==> src/rtl/uart_tx.sv <==
//------------------------------------------------------------------------------
// Module      : uart_tx
// Description : UART transmitter with a small input FIFO. Words arrive via a
//               valid/ready handshake and leave LSB-first as start bit, data,
//               optional even parity and one or two stop bits.
// Revision    : 1.0 - initial release
//------------------------------------------------------------------------------
`default_nettype none

module uart_tx #(
    parameter int BAUD_DIV      = 434,
    parameter int DATA_BITS     = 8,
    parameter int ENABLE_PARITY = 1,
    parameter int STOP_BITS     = 1,
    parameter int FIFO_DEPTH    = 4
) (
    input  logic                          clk,
    input  logic                          rst_n,
    input  logic [DATA_BITS-1:0]          data_in,
    input  logic                          valid_in,
    output logic                          ready_out,
    output logic                          tx,
    output logic                          busy,
    output logic [$clog2(FIFO_DEPTH):0]   fifo_count
);

    localparam int PTR_W    = $clog2(FIFO_DEPTH);
    localparam int CNT_W    = PTR_W + 1;
    localparam int STOP_LEN = STOP_BITS * BAUD_DIV;
    localparam int BAUD_W   = $clog2(STOP_LEN);
    localparam int BIT_W    = $clog2(DATA_BITS);

    localparam logic [CNT_W-1:0]  FULL_CNT  = CNT_W'(FIFO_DEPTH);
    localparam logic [BAUD_W-1:0] BAUD_LAST = BAUD_W'(BAUD_DIV - 1);
    localparam logic [BAUD_W-1:0] STOP_LAST = BAUD_W'(STOP_LEN - 1);
    localparam logic [BIT_W-1:0]  BIT_LAST  = BIT_W'(DATA_BITS - 1);

    typedef enum logic [2:0] {
        ST_IDLE   = 3'd0,
        ST_START  = 3'd1,
        ST_DATA   = 3'd2,
        ST_PARITY = 3'd3,
        ST_STOP   = 3'd4
    } state_t;

    state_t               state_q, state_d;
    logic [BAUD_W-1:0]    baud_q, baud_d;
    logic [BIT_W-1:0]     bit_q, bit_d;
    logic [DATA_BITS-1:0] shift_q, shift_d;
    logic                 par_q, par_d;
    logic                 tx_q, tx_d;
    logic                 busy_q, busy_d;
    logic [CNT_W-1:0]     count_q, count_d;
    logic [PTR_W-1:0]     wr_ptr_q, wr_ptr_d;
    logic [PTR_W-1:0]     rd_ptr_q, rd_ptr_d;
    logic [DATA_BITS-1:0] mem_q [FIFO_DEPTH];

    logic                 w_push;
    logic                 w_pop;
    logic [DATA_BITS-1:0] w_head;

    // Ready depends only on the registered occupancy, so no input reaches it.
    assign ready_out  = (count_q != FULL_CNT);
    assign w_push     = valid_in && ready_out;
    assign w_head     = mem_q[rd_ptr_q];
    assign tx         = tx_q;
    assign busy       = busy_q;
    assign fifo_count = count_q;

    // Frame sequencer: next state, baud/bit counters, shifter and line value.
    always_comb begin
        state_d = state_q;
        baud_d  = baud_q;
        bit_d   = bit_q;
        shift_d = shift_q;
        par_d   = par_q;
        tx_d    = tx_q;
        w_pop   = 1'b0;

        case (state_q)
            ST_IDLE: begin
                tx_d = 1'b1;
                if (count_q != '0) begin
                    w_pop = 1'b1;
                end
            end
            ST_START: begin
                if (baud_q == BAUD_LAST) begin
                    baud_d  = '0;
                    bit_d   = '0;
                    state_d = ST_DATA;
                    tx_d    = shift_q[0];
                end else begin
                    baud_d = baud_q + 1'b1;
                end
            end
            ST_DATA: begin
                if (baud_q == BAUD_LAST) begin
                    baud_d = '0;
                    if (bit_q == BIT_LAST) begin
                        if (ENABLE_PARITY != 0) begin
                            state_d = ST_PARITY;
                            tx_d    = par_q;
                        end else begin
                            state_d = ST_STOP;
                            tx_d    = 1'b1;
                        end
                    end else begin
                        bit_d   = bit_q + 1'b1;
                        shift_d = shift_q >> 1;
                        tx_d    = shift_q[1];
                    end
                end else begin
                    baud_d = baud_q + 1'b1;
                end
            end
            ST_PARITY: begin
                if (baud_q == BAUD_LAST) begin
                    baud_d  = '0;
                    state_d = ST_STOP;
                    tx_d    = 1'b1;
                end else begin
                    baud_d = baud_q + 1'b1;
                end
            end
            ST_STOP: begin
                // Stop time spans all stop bits in one count.
                if (baud_q == STOP_LAST) begin
                    baud_d = '0;
                    if (count_q != '0) begin
                        w_pop = 1'b1;
                    end else begin
                        state_d = ST_IDLE;
                    end
                end else begin
                    baud_d = baud_q + 1'b1;
                end
            end
            default: begin
                state_d = ST_IDLE;
                tx_d    = 1'b1;
            end
        endcase

        // A pop starts the next frame on the same edge (start bit driven now).
        if (w_pop) begin
            shift_d = w_head;
            par_d   = ^w_head;
            tx_d    = 1'b0;
            state_d = ST_START;
            baud_d  = '0;
            bit_d   = '0;
        end
    end

    // FIFO pointer and occupancy update, plus the registered busy flag.
    always_comb begin
        wr_ptr_d = w_push ? wr_ptr_q + 1'b1 : wr_ptr_q;
        rd_ptr_d = w_pop  ? rd_ptr_q + 1'b1 : rd_ptr_q;
        count_d  = count_q;
        case ({w_push, w_pop})
            2'b10:   count_d = count_q + 1'b1;
            2'b01:   count_d = count_q - 1'b1;
            default: count_d = count_q;
        endcase
        busy_d = (state_d != ST_IDLE) || (count_d != '0);
    end

    // State and control registers; reset aborts any frame and flushes the FIFO.
    always_ff @(posedge clk or negedge rst_n) begin
        if (!rst_n) begin
            state_q  <= ST_IDLE;
            baud_q   <= '0;
            bit_q    <= '0;
            shift_q  <= '0;
            par_q    <= 1'b0;
            tx_q     <= 1'b1;
            busy_q   <= 1'b0;
            count_q  <= '0;
            wr_ptr_q <= '0;
            rd_ptr_q <= '0;
        end else begin
            state_q  <= state_d;
            baud_q   <= baud_d;
            bit_q    <= bit_d;
            shift_q  <= shift_d;
            par_q    <= par_d;
            tx_q     <= tx_d;
            busy_q   <= busy_d;
            count_q  <= count_d;
            wr_ptr_q <= wr_ptr_d;
            rd_ptr_q <= rd_ptr_d;
        end
    end

    // FIFO storage; contents need no reset since the pointers define validity.
    always_ff @(posedge clk) begin
        if (w_push) begin
            mem_q[wr_ptr_q] <= data_in;
        end
    end

endmodule

`default_nettype wire
==> config.mk <==
export PLATFORM = sky130hd
export DESIGN_NAME = uart_tx
export DESIGN_NICKNAME = d
export VERILOG_FILES = /design/src/rtl/uart_tx.sv
export SDC_FILE = /design/constraint.sdc
export NUM_CORES = 1
export LEC_CHECK = 0
export BUFFER_PORTS_ARGS = -buffer_cell sky130_fd_sc_hd__buf_2
export CORE_MARGIN = 2
export CORE_UTILIZATION = 32
export CTS_CLUSTER_SIZE = 10
export DETAILED_ROUTE_END_ITERATION = 6
export MAX_ROUTING_LAYER = met4
export PLACE_DENSITY = 0.55
export SLEW_MARGIN = 20
export SYNTH_ARGS = -nofsm -noshare
export SYNTH_HDL_FRONTEND = slang
export SYNTH_SLANG_ARGS = --single-unit
==> constraint.sdc <==
create_clock -name clk -period 7.33 [get_ports clk]
set_input_delay 1.466 -clock clk [delete_from_list [all_inputs] [get_ports clk]]
set_output_delay 1.466 -clock clk [all_outputs]
set_load 0.005 [all_outputs]
# Word level (Yosys, flattened, before mapping)
# Memories as Yosys holds them, arrays and structs flattened.
# Index checks and enable logic that the tools add are counted.
[word_totals]
mem_count = 1
word_cells = 79
ramBits = 32
register_bits = 33
[memory_table]
columns = ["name", "words", "word_bits", "read_ports", "rd_clocked_by_memory_dff", "write_ports", "line", "source"]
rows = [
  ["mem_q", 4, 8, 1, 0, 1, "56", "logic [DATA_BITS-1:0] mem_q [FIFO_DEPTH];"],
]
[op_classes]
n_eq_ne = 15
n_reduce_logical = 15
n_mux = 32
addsub = 6
[ops]
columns = ["op", "count"]
rows = [
  ["3-bit 2-to-1 mux", 11],
  ["8-bit 2-to-1 mux", 4],
  ["9-bit 2-to-1 mux", 3],
  ["3-bit != test (second input constant)", 5],
  ["3-bit case mux with 5 select lines", 1],
  ["3-bit case mux with 2 select lines", 2],
  ["3-bit nonzero test", 4],
  ["9-bit by 1-bit adder with 9-bit output (second input constant)", 1],
  ["9-bit == test (second input constant)", 1],
  ["1-bit 2-to-1 mux", 9],
  ["4-bit AND reduction", 2],
  ["8-bit XOR reduction", 1],
  ["3-bit by 1-bit adder with 3-bit output (second input constant)", 2],
  ["3-bit by 2-bit == test with 1-bit output (second input constant)", 2],
  ["3-bit == test (second input constant)", 2],
  ["2-bit nonzero test", 3],
  ["2-bit by 1-bit adder with 2-bit output (second input constant)", 2],
  ["2-bit != test (second input constant)", 2],
  ["1-bit case mux with 4 select lines", 1],
  ["4-bit OR reduction", 1],
  ["3-bit by 1-bit == test with 1-bit output (second input constant)", 1],
  ["3-bit logical NOT", 1],
  ["3-bit AND reduction", 1],
  ["3-bit by 1-bit subtractor with 3-bit output (second input constant)", 1],
  ["5 further kinds", 5],
]

# Depth between registers and ports, before layout
# Gate-level depths: netlist of run 1.
[logic_depth]
ltp_word = 8
ltp_mapped = 14

# Worst setup path before layout of run 1
# OpenSTA, ideal clock, no wires.
[synth_path]
path_kind = "input to register"
start = "input port valid_in"
end = "register busy_q (netlist: busy)"
arrival_ns = 3.031
setup_ns = 0.138
setup_slack_ns = 4.160
stages = 9
path_cell_list = "and2_1 inv_1 ha_1 inv_1 fa_1 xor2_1 nor2_1 xor2_1 or4_1"
[synth_via]
elab_chain_len = 5
elab_cells_between_ends = 6
[synth_rtl]
columns = ["element", "line", "source"]
rows = [
  ["from (decl)", "20", "input logic valid_in,"],
  ["1-bit logical AND *", "64", "assign w_push = valid_in && ready_out;"],
  ["2-bit by 1-bit == test with 1-bit output / 2-bit == test (equally long branches)", "161", "case ({w_push, w_pop})"],
  ["3-bit case mux with 2 select lines *", "161", ""],
  ["via count_d[2]", "53", "logic [CNT_W-1:0] count_q, count_d;"],
  ["3-bit nonzero test *", "166", "busy_d = (state_d != ST_IDLE) || (count_d != '0);"],
  ["1-bit logical OR *", "166", ""],
  ["via busy_d", "52", "logic busy_q, busy_d;"],
  ["to (signal assigned)", "189", "busy_q <= busy_d;"],
  ["to (decl)", "52", ""],
]
# The timed path passes the listed nets; every way through them passes the cells marked *.
# A chain may end at the register's enable or synchronous reset.

# Worst setup path after layout of run 1
# Ends and elaborated chain as after synthesis.

==> results of run 1 <==
## final timing paths
check	endpoint	startpoint	slack, ps
max	busy	valid_in	4290
max in group asynchronous	rd_ptr_q[0]	rst_n	5660
max reg2reg	busy	baud_q[1]	4400
min reg2reg	bit_q[1]	bit_q[1]	510
min in group asynchronous	baud_q[1]	rst_n	1190
min	bit_q[1]	bit_q[1]	510
## power by group
group / total (mW) / internal (mW) / switching (mW)
Clock: 0.342 / 0.195 / 0.147
Sequential: 0.458 / 0.437 / 0.0211
Combinational: 0.146 / 0.0631 / 0.0833
Total: 0.946 / 0.695 / 0.251
## stage by stage
stage / total power, mW / setup WS [ps] / instances / instance area, um2
2_1_floorplan: 0.5664 / 4160 / 231 / 3078
3_3_place_gp: 0.6138 / 3973 / 367 / 3236
3_5_place_dp: 0.6168 / 3931 / 367 / 3236
4_1_cts: 0.9626 / 4294 / 383 / 3463
5_1_grt: 1.003 / 4190 / 383 / 3463
6_report: 0.9459 / 4287 / 383 / 3463
## state kept, by name, summed over array words and instances, names as in the netlist
signal	flops
baud_q	9
bit_q	3
busy	1
fifo_count	3
mem_q	32
par_q	1
rd_ptr_q	2
shift_q	8
state_q	3
tx	1
wr_ptr_q	2
## cell usage in the layout, fill, tap and decap left out, types with 2 or more instances in the layout
| cell | synthesis | final |
|---|---|---|
| o21ai_0 | 12 | 12 |
| and3_1 | 4 | 4 |
| edfxtp_1 | 32 | 32 |
| mux4_2 | 8 | 8 |
| nand2_1 | 17 | 17 |
| nand3_1 | 5 | 5 |
| a21oi_1 | 6 | 6 |
| clkbuf_8 | 0 | 9 |
| clkinv_4 | 0 | 4 |
| nor4_1 | 2 | 2 |
| xor2_1 | 6 | 6 |
| inv_1 | 9 | 9 |
| buf_2 | 1 | 16 |
| bufinv_16 | 0 | 2 |
| and3_2 | 2 | 2 |
| nor3_1 | 4 | 4 |
| xnor2_1 | 15 | 15 |
| nand2b_1 | 3 | 3 |
| o22ai_1 | 2 | 2 |
| nor2_1 | 16 | 16 |
| dfrtp_1 | 32 | 32 |
| a22o_1 | 2 | 2 |
| nand4_1 | 2 | 2 |
| mux2i_1 | 7 | 7 |
| ha_1 | 9 | 9 |
## cell families (layout without fill, tap and decap cells)
kind of cell | Yosys count | count (layout) | share of synthesized area
adder cells (fa/ha/maj) | 10 | 10 | 0.04309
flip-flops | 65 | 65 | 0.5809
buffers and inverters | 19 | 42 | 0.04064
multiplexers | 16 | 16 | 0.08496
AND/OR/NAND/NOR | 65 | 65 | 0.1155
XOR/XNOR | 21 | 21 | 0.05976
AO/OA/AOI/OAI | 35 | 35 | 0.07521
## metal layers
layer  vias up  global-route usage  part of all wire
met5         -                   -                 0
met4         0             0.04615            0.0020
met3         2             0.03078             0.027
met2        16              0.1665              0.45
met1       877              0.1583              0.52
li1        886                   -                 -
## cell type report
cell class                      instances  area [um2]
Fill cell                             936        5821
Sequential cell                        65        1788
Multi-Input combinational cell        147        1165
Tap cell                              129       161.4
Clock buffer                            9       123.9
Clock inverter                          7       103.9
Timing Repair Buffer                   17       87.58
Inverter                                9       33.78
## critical path, delay by kind of cell
kind / cells / cell delay (ps)
XOR/XNOR: 2 / 280
AND/OR/NAND/NOR: 3 / 700
adder cells (fa/ha/maj): 2 / 550
buffers and inverters: 3 / 250
==> results.cfg, run 1 <==
[critical_path]
cpPeakStageDelay_ps = 460
startpoint_type = input port
r2r_cells = 12
crit_fanout = 5
end_kind = flip-flop
worstSetupPathType = input port to flip-flop
path_cells = buf_2, and2_1, inv_1, ha_1, inv_1, fa_1, xor2_1, nor2_1, xor2_1, or4_1
cp.arrival_ps = 3250
crit_path_top_delay_cell = or4_1
cp.required_ps = 7530

[grt]
grt_start_max_net_pins = 34
grt_pass1_vias = 1760
grt.total_usage = 0.1164
grt_remaining_overflow = 0
antenna_found_initial = 0
grt_pass1_wl_um = 8914

[synthesis]
synth_edf_count = 32
ys_types = 51
synth_seq_cells = 65
yosysWarnings = 0
synth_top_area_frac = 0.3122
ys_top_cells_by_count = dfrtp_1, edfxtp_1, nand2_1, nor2_1, xnor2_1
syn-cell-area_um2 = 3078
synthArstFlopShare = 0.5077
syn_area_per_cell_um2 = 13.32
synth_top_cell_by_area = edfxtp_1
syn_nets = 252
ys_seq_area_frac = 0.5809
ys_top_cells_by_area = edfxtp_1, dfrtp_1, mux4_2, xnor2_1, ha_1
synthCells = 231
synth_ff_type = edfxtp_1

[power_and_ir_drop]
ir_drop_mv = 0.1564
power_density_nw_per_um2 = 273.1
power_leakage_nw = 1.328

[route]
ant_nets = 0
drtIter0Drc = 100
vias_per_cell = 4.650
drt-pass1-iter-count = 4
wl_um = 5091
routedWlPerCell_um = 13.29
drc = 0
dr_total_vias = 1781

[placement]
dpl.hpwl_um = 3516
gp_congestion = 0.7497
portBuffers = 16

[die]
dieWidth_um = 102.1
pin_count = 17
start_util = 0.3315
dieHeight_um = 102.1
die-area_um2 = 10420
coreArea_um2 = 9284
rows = 35

[clocking]
path_clk_slew_ps = 70
numCtsBuffers = 9
clock_latency_ps = 340
clock-sinks = 65
cts_setup_buffers = 0
clockRootBuffer = clkbuf_8
cts_resized = 0
tritoncts = yes
h-tree-depth = 3
clk_path_buf_depth = 2
ctsHoldBuffers = 0

[timing]
relSlewSlack = 0.4877
finalHoldViolCount = 0
setup_viol = 0
clock_skew_ps = 10.93
max_freq_mhz = 328.7
worstMarginPinSlew_ps = 762.7
holdWs_ps = 514.3
rsz0062_at_grt = no
fin_crit_sh = 0.4151
period_needed_ps = 3043
drv_slew = 0
setup_tns_ps = 0

[final_layout]
finalNetCount = 270
utilization = 0.3730
diodes = 0
drive_gt1_frac = 0.2087
area_growth_pct = 12.52

[min_path]
hold_path_class = flip-flop to flip-flop
hold_depth = 1

[job]
drv_cap = 0

[run_status]
outcome = completed
No activity file was read; power rests on OpenSTA's default activity.
==> run 2: changes to the inputs <==
--- a/config.mk
+++ b/config.mk
@@ -11,7 +11,7 @@
 export CTS_CLUSTER_SIZE = 10
 export DETAILED_ROUTE_END_ITERATION = 6
 export MAX_ROUTING_LAYER = met4
-export PLACE_DENSITY = 0.55
+export PLACE_DENSITY = 0.57
 export SLEW_MARGIN = 20
 export SYNTH_ARGS = -nofsm -noshare
 export SYNTH_HDL_FRONTEND = slang
==> constraint.sdc (replaced) <==
create_clock -name clk -period 2.45 [get_ports clk]
set_input_delay 0.49 -clock clk [delete_from_list [all_inputs] [get_ports clk]]
set_output_delay 0.49 -clock clk [all_outputs]
set_load 0.005 [all_outputs]
==> run 2 against run 1 <==
Against the previous run:
- the flow now finishes with violations (negative setup slack)
- sequential share of layout area shrank 2.3 points
- largest power group unchanged
- clock power rose to 2.8 times the previous value
- first-iteration DRC count shrank 3.0%
- core utilization up 1.8 points
- register-to-register slack got worse by 4500 ps
- non-clock buffer count is 19 higher
- die area is the same
- flip-flop and latch count unchanged
- via count rose by 4.0%
- critical endpoint unchanged
- global-route usage up 0.44 points
- routed wire length up 4.2%
==> results.cfg, run 2 (synthesized netlist as in run 1, its figures left out) <==
[grt]
grt_start_max_net_pins = 34
grt_pass1_wl_um = 9266
grt_use_met3 = 0.03078
use_met1 = 0.1464
grt_remaining_overflow = 0
gr-max-usage-layer = met2
antenna_found_initial = 0
met2_usage = 0.1933
grt.total_usage = 0.1208
grt_pass1_vias = 1953

[clocking]
tritoncts = yes
clock-sinks = 65
clock_latency_ps = 350
numCtsBuffers = 9
path_clk_slew_ps = 80
clk_path_buf_depth = 2
h-tree-depth = 3
clockRootBuffer = clkbuf_8

[critical_path]
r2r_cells = 12
r2r_end = busy
crit_fanout = 2
cp.required_ps = 2660
end_kind = flip-flop
cp.arrival_ps = 2720
worstSetupPathType = flip-flop to flip-flop
r2r_slack_ps = -50
r2r_start = baud_q[1]
startpoint_type = flip-flop

[power_and_ir_drop]
power_density_nw_per_um2 = 770.5
ir_drop_mv = 0.4550
power_leakage_nw = 1.419

[die]
start_util = 0.3315
die-area_um2 = 10420
coreArea_um2 = 9284
dieWidth_um = 102.1
rows = 35
pin_count = 17
dieHeight_um = 102.1

[job]
drv_cap = 0

[route]
routedWlPerCell_um = 13.20
vias_per_cell = 4.607
wl_um = 5305
drtIter0Drc = 97
drt-pass1-iter-count = 4
dr_total_vias = 1852
ant_nets = 0
drc = 0

[timing]
rsz0062_at_grt = yes
setup_viol = 1
finalHoldViolCount = 0
period_needed_ps = 2504
max_freq_mhz = 399.3
worstMarginPinSlew_ps = 739.4
setup_tns_ps = -54.17
clock_skew_ps = 10.07
holdWs_ps = 199.9
layout_setup_ws_ps = -54.17
relSlewSlack = 0.5071
fin_crit_sh = 1.022
drv_slew = 0

[run_status]
outcome = finished, violations left
violations = negative setup slack

[final_layout]
design_area_um2 = 3626
mostFrequentLayoutCells = dfrtp_1, edfxtp_1, buf_4
top_register = mem_q
utilization = 0.3906
drive_gt1_frac = 0.2821
reg_top3 = mem_q x32, baud_q x9, shift_q x8
diodes = 0
finalNetCount = 289
largest_register_ffs = 32
area_growth_pct = 17.80

[placement]
place_ws_ps = -137.1
gp_congestion = 0.7451
dpl.hpwl_um = 3807
portBuffers = 16
placedInstanceArea_um2 = 3402

[min_path]
hold_path_class = input port to async pin
==> run 2: worst max path at each step <==
stage / from / endpoint / slack, ps
after floorplan: baud_q[1] / busy / -350
after global placement: baud_q[1] / busy / -120
after detailed placement: baud_q[1] / busy / -140
after CTS: baud_q[1] / busy / -110
after global routing: baud_q[1] / busy / -200
final: baud_q[1] / busy / -50
==> run 2: layout make-up <==
| type | instances | area (um2) |
|---|---|---|
| clock buffers | 9 | 123.9 |
| clock inverters | 7 | 83.83 |
| fillers | 899 | 5658 |
| inverters | 9 | 33.78 |
| multi-input cells | 147 | 1192 |
| flip-flops and latches | 65 | 1788 |
| well taps | 129 | 161.4 |
| repair buffers | 36 | 242.7 |
==> run 2: metrics by stage <==
stage          power [mW]  std cells
2_1_floorplan       1.701        231
3_3_place_gp        1.865        385
3_5_place_dp        1.878        385
4_1_cts             2.844        402
5_1_grt             2.963        402
6_report            2.794        402
==> run 2: worst max-delay path, stage by stage (launching register included) <==
cell and delay, ps:
dfrtp_1 380, inv_1 60, ha_1 120, and4b_2 260
nand4_4 100, a21oi_4 170, ha_4 150, inv_2 30
fa_2 340, xor2_1 160, nor2_1 70, xor2_1 140
or4_1 390
==> run 2: per-layer routing <==
layer	up-vias	wire, um
li1	920	-
met1	902	2505
met2	22	2571
met3	8	163
met4	0	64
met5	-	0
==> run 2: timing repair <==
action / 4_1_cts / 5_1_grt
hold buffers: 0 / 0
resized for setup: 2 / 0
endpoints found under the setup margin: 1 / 1
pin swaps: 5 / 1
buffers inserted: 1 / 0
==> run 2: where the power goes <==
group	internal (mW)	switching [mW]	leakage, nW
registers	1.31	0.0677	0.693
clock network	0.489	0.461	0.103
logic	0.210	0.260	0.623
total	2.01	0.788	1.42
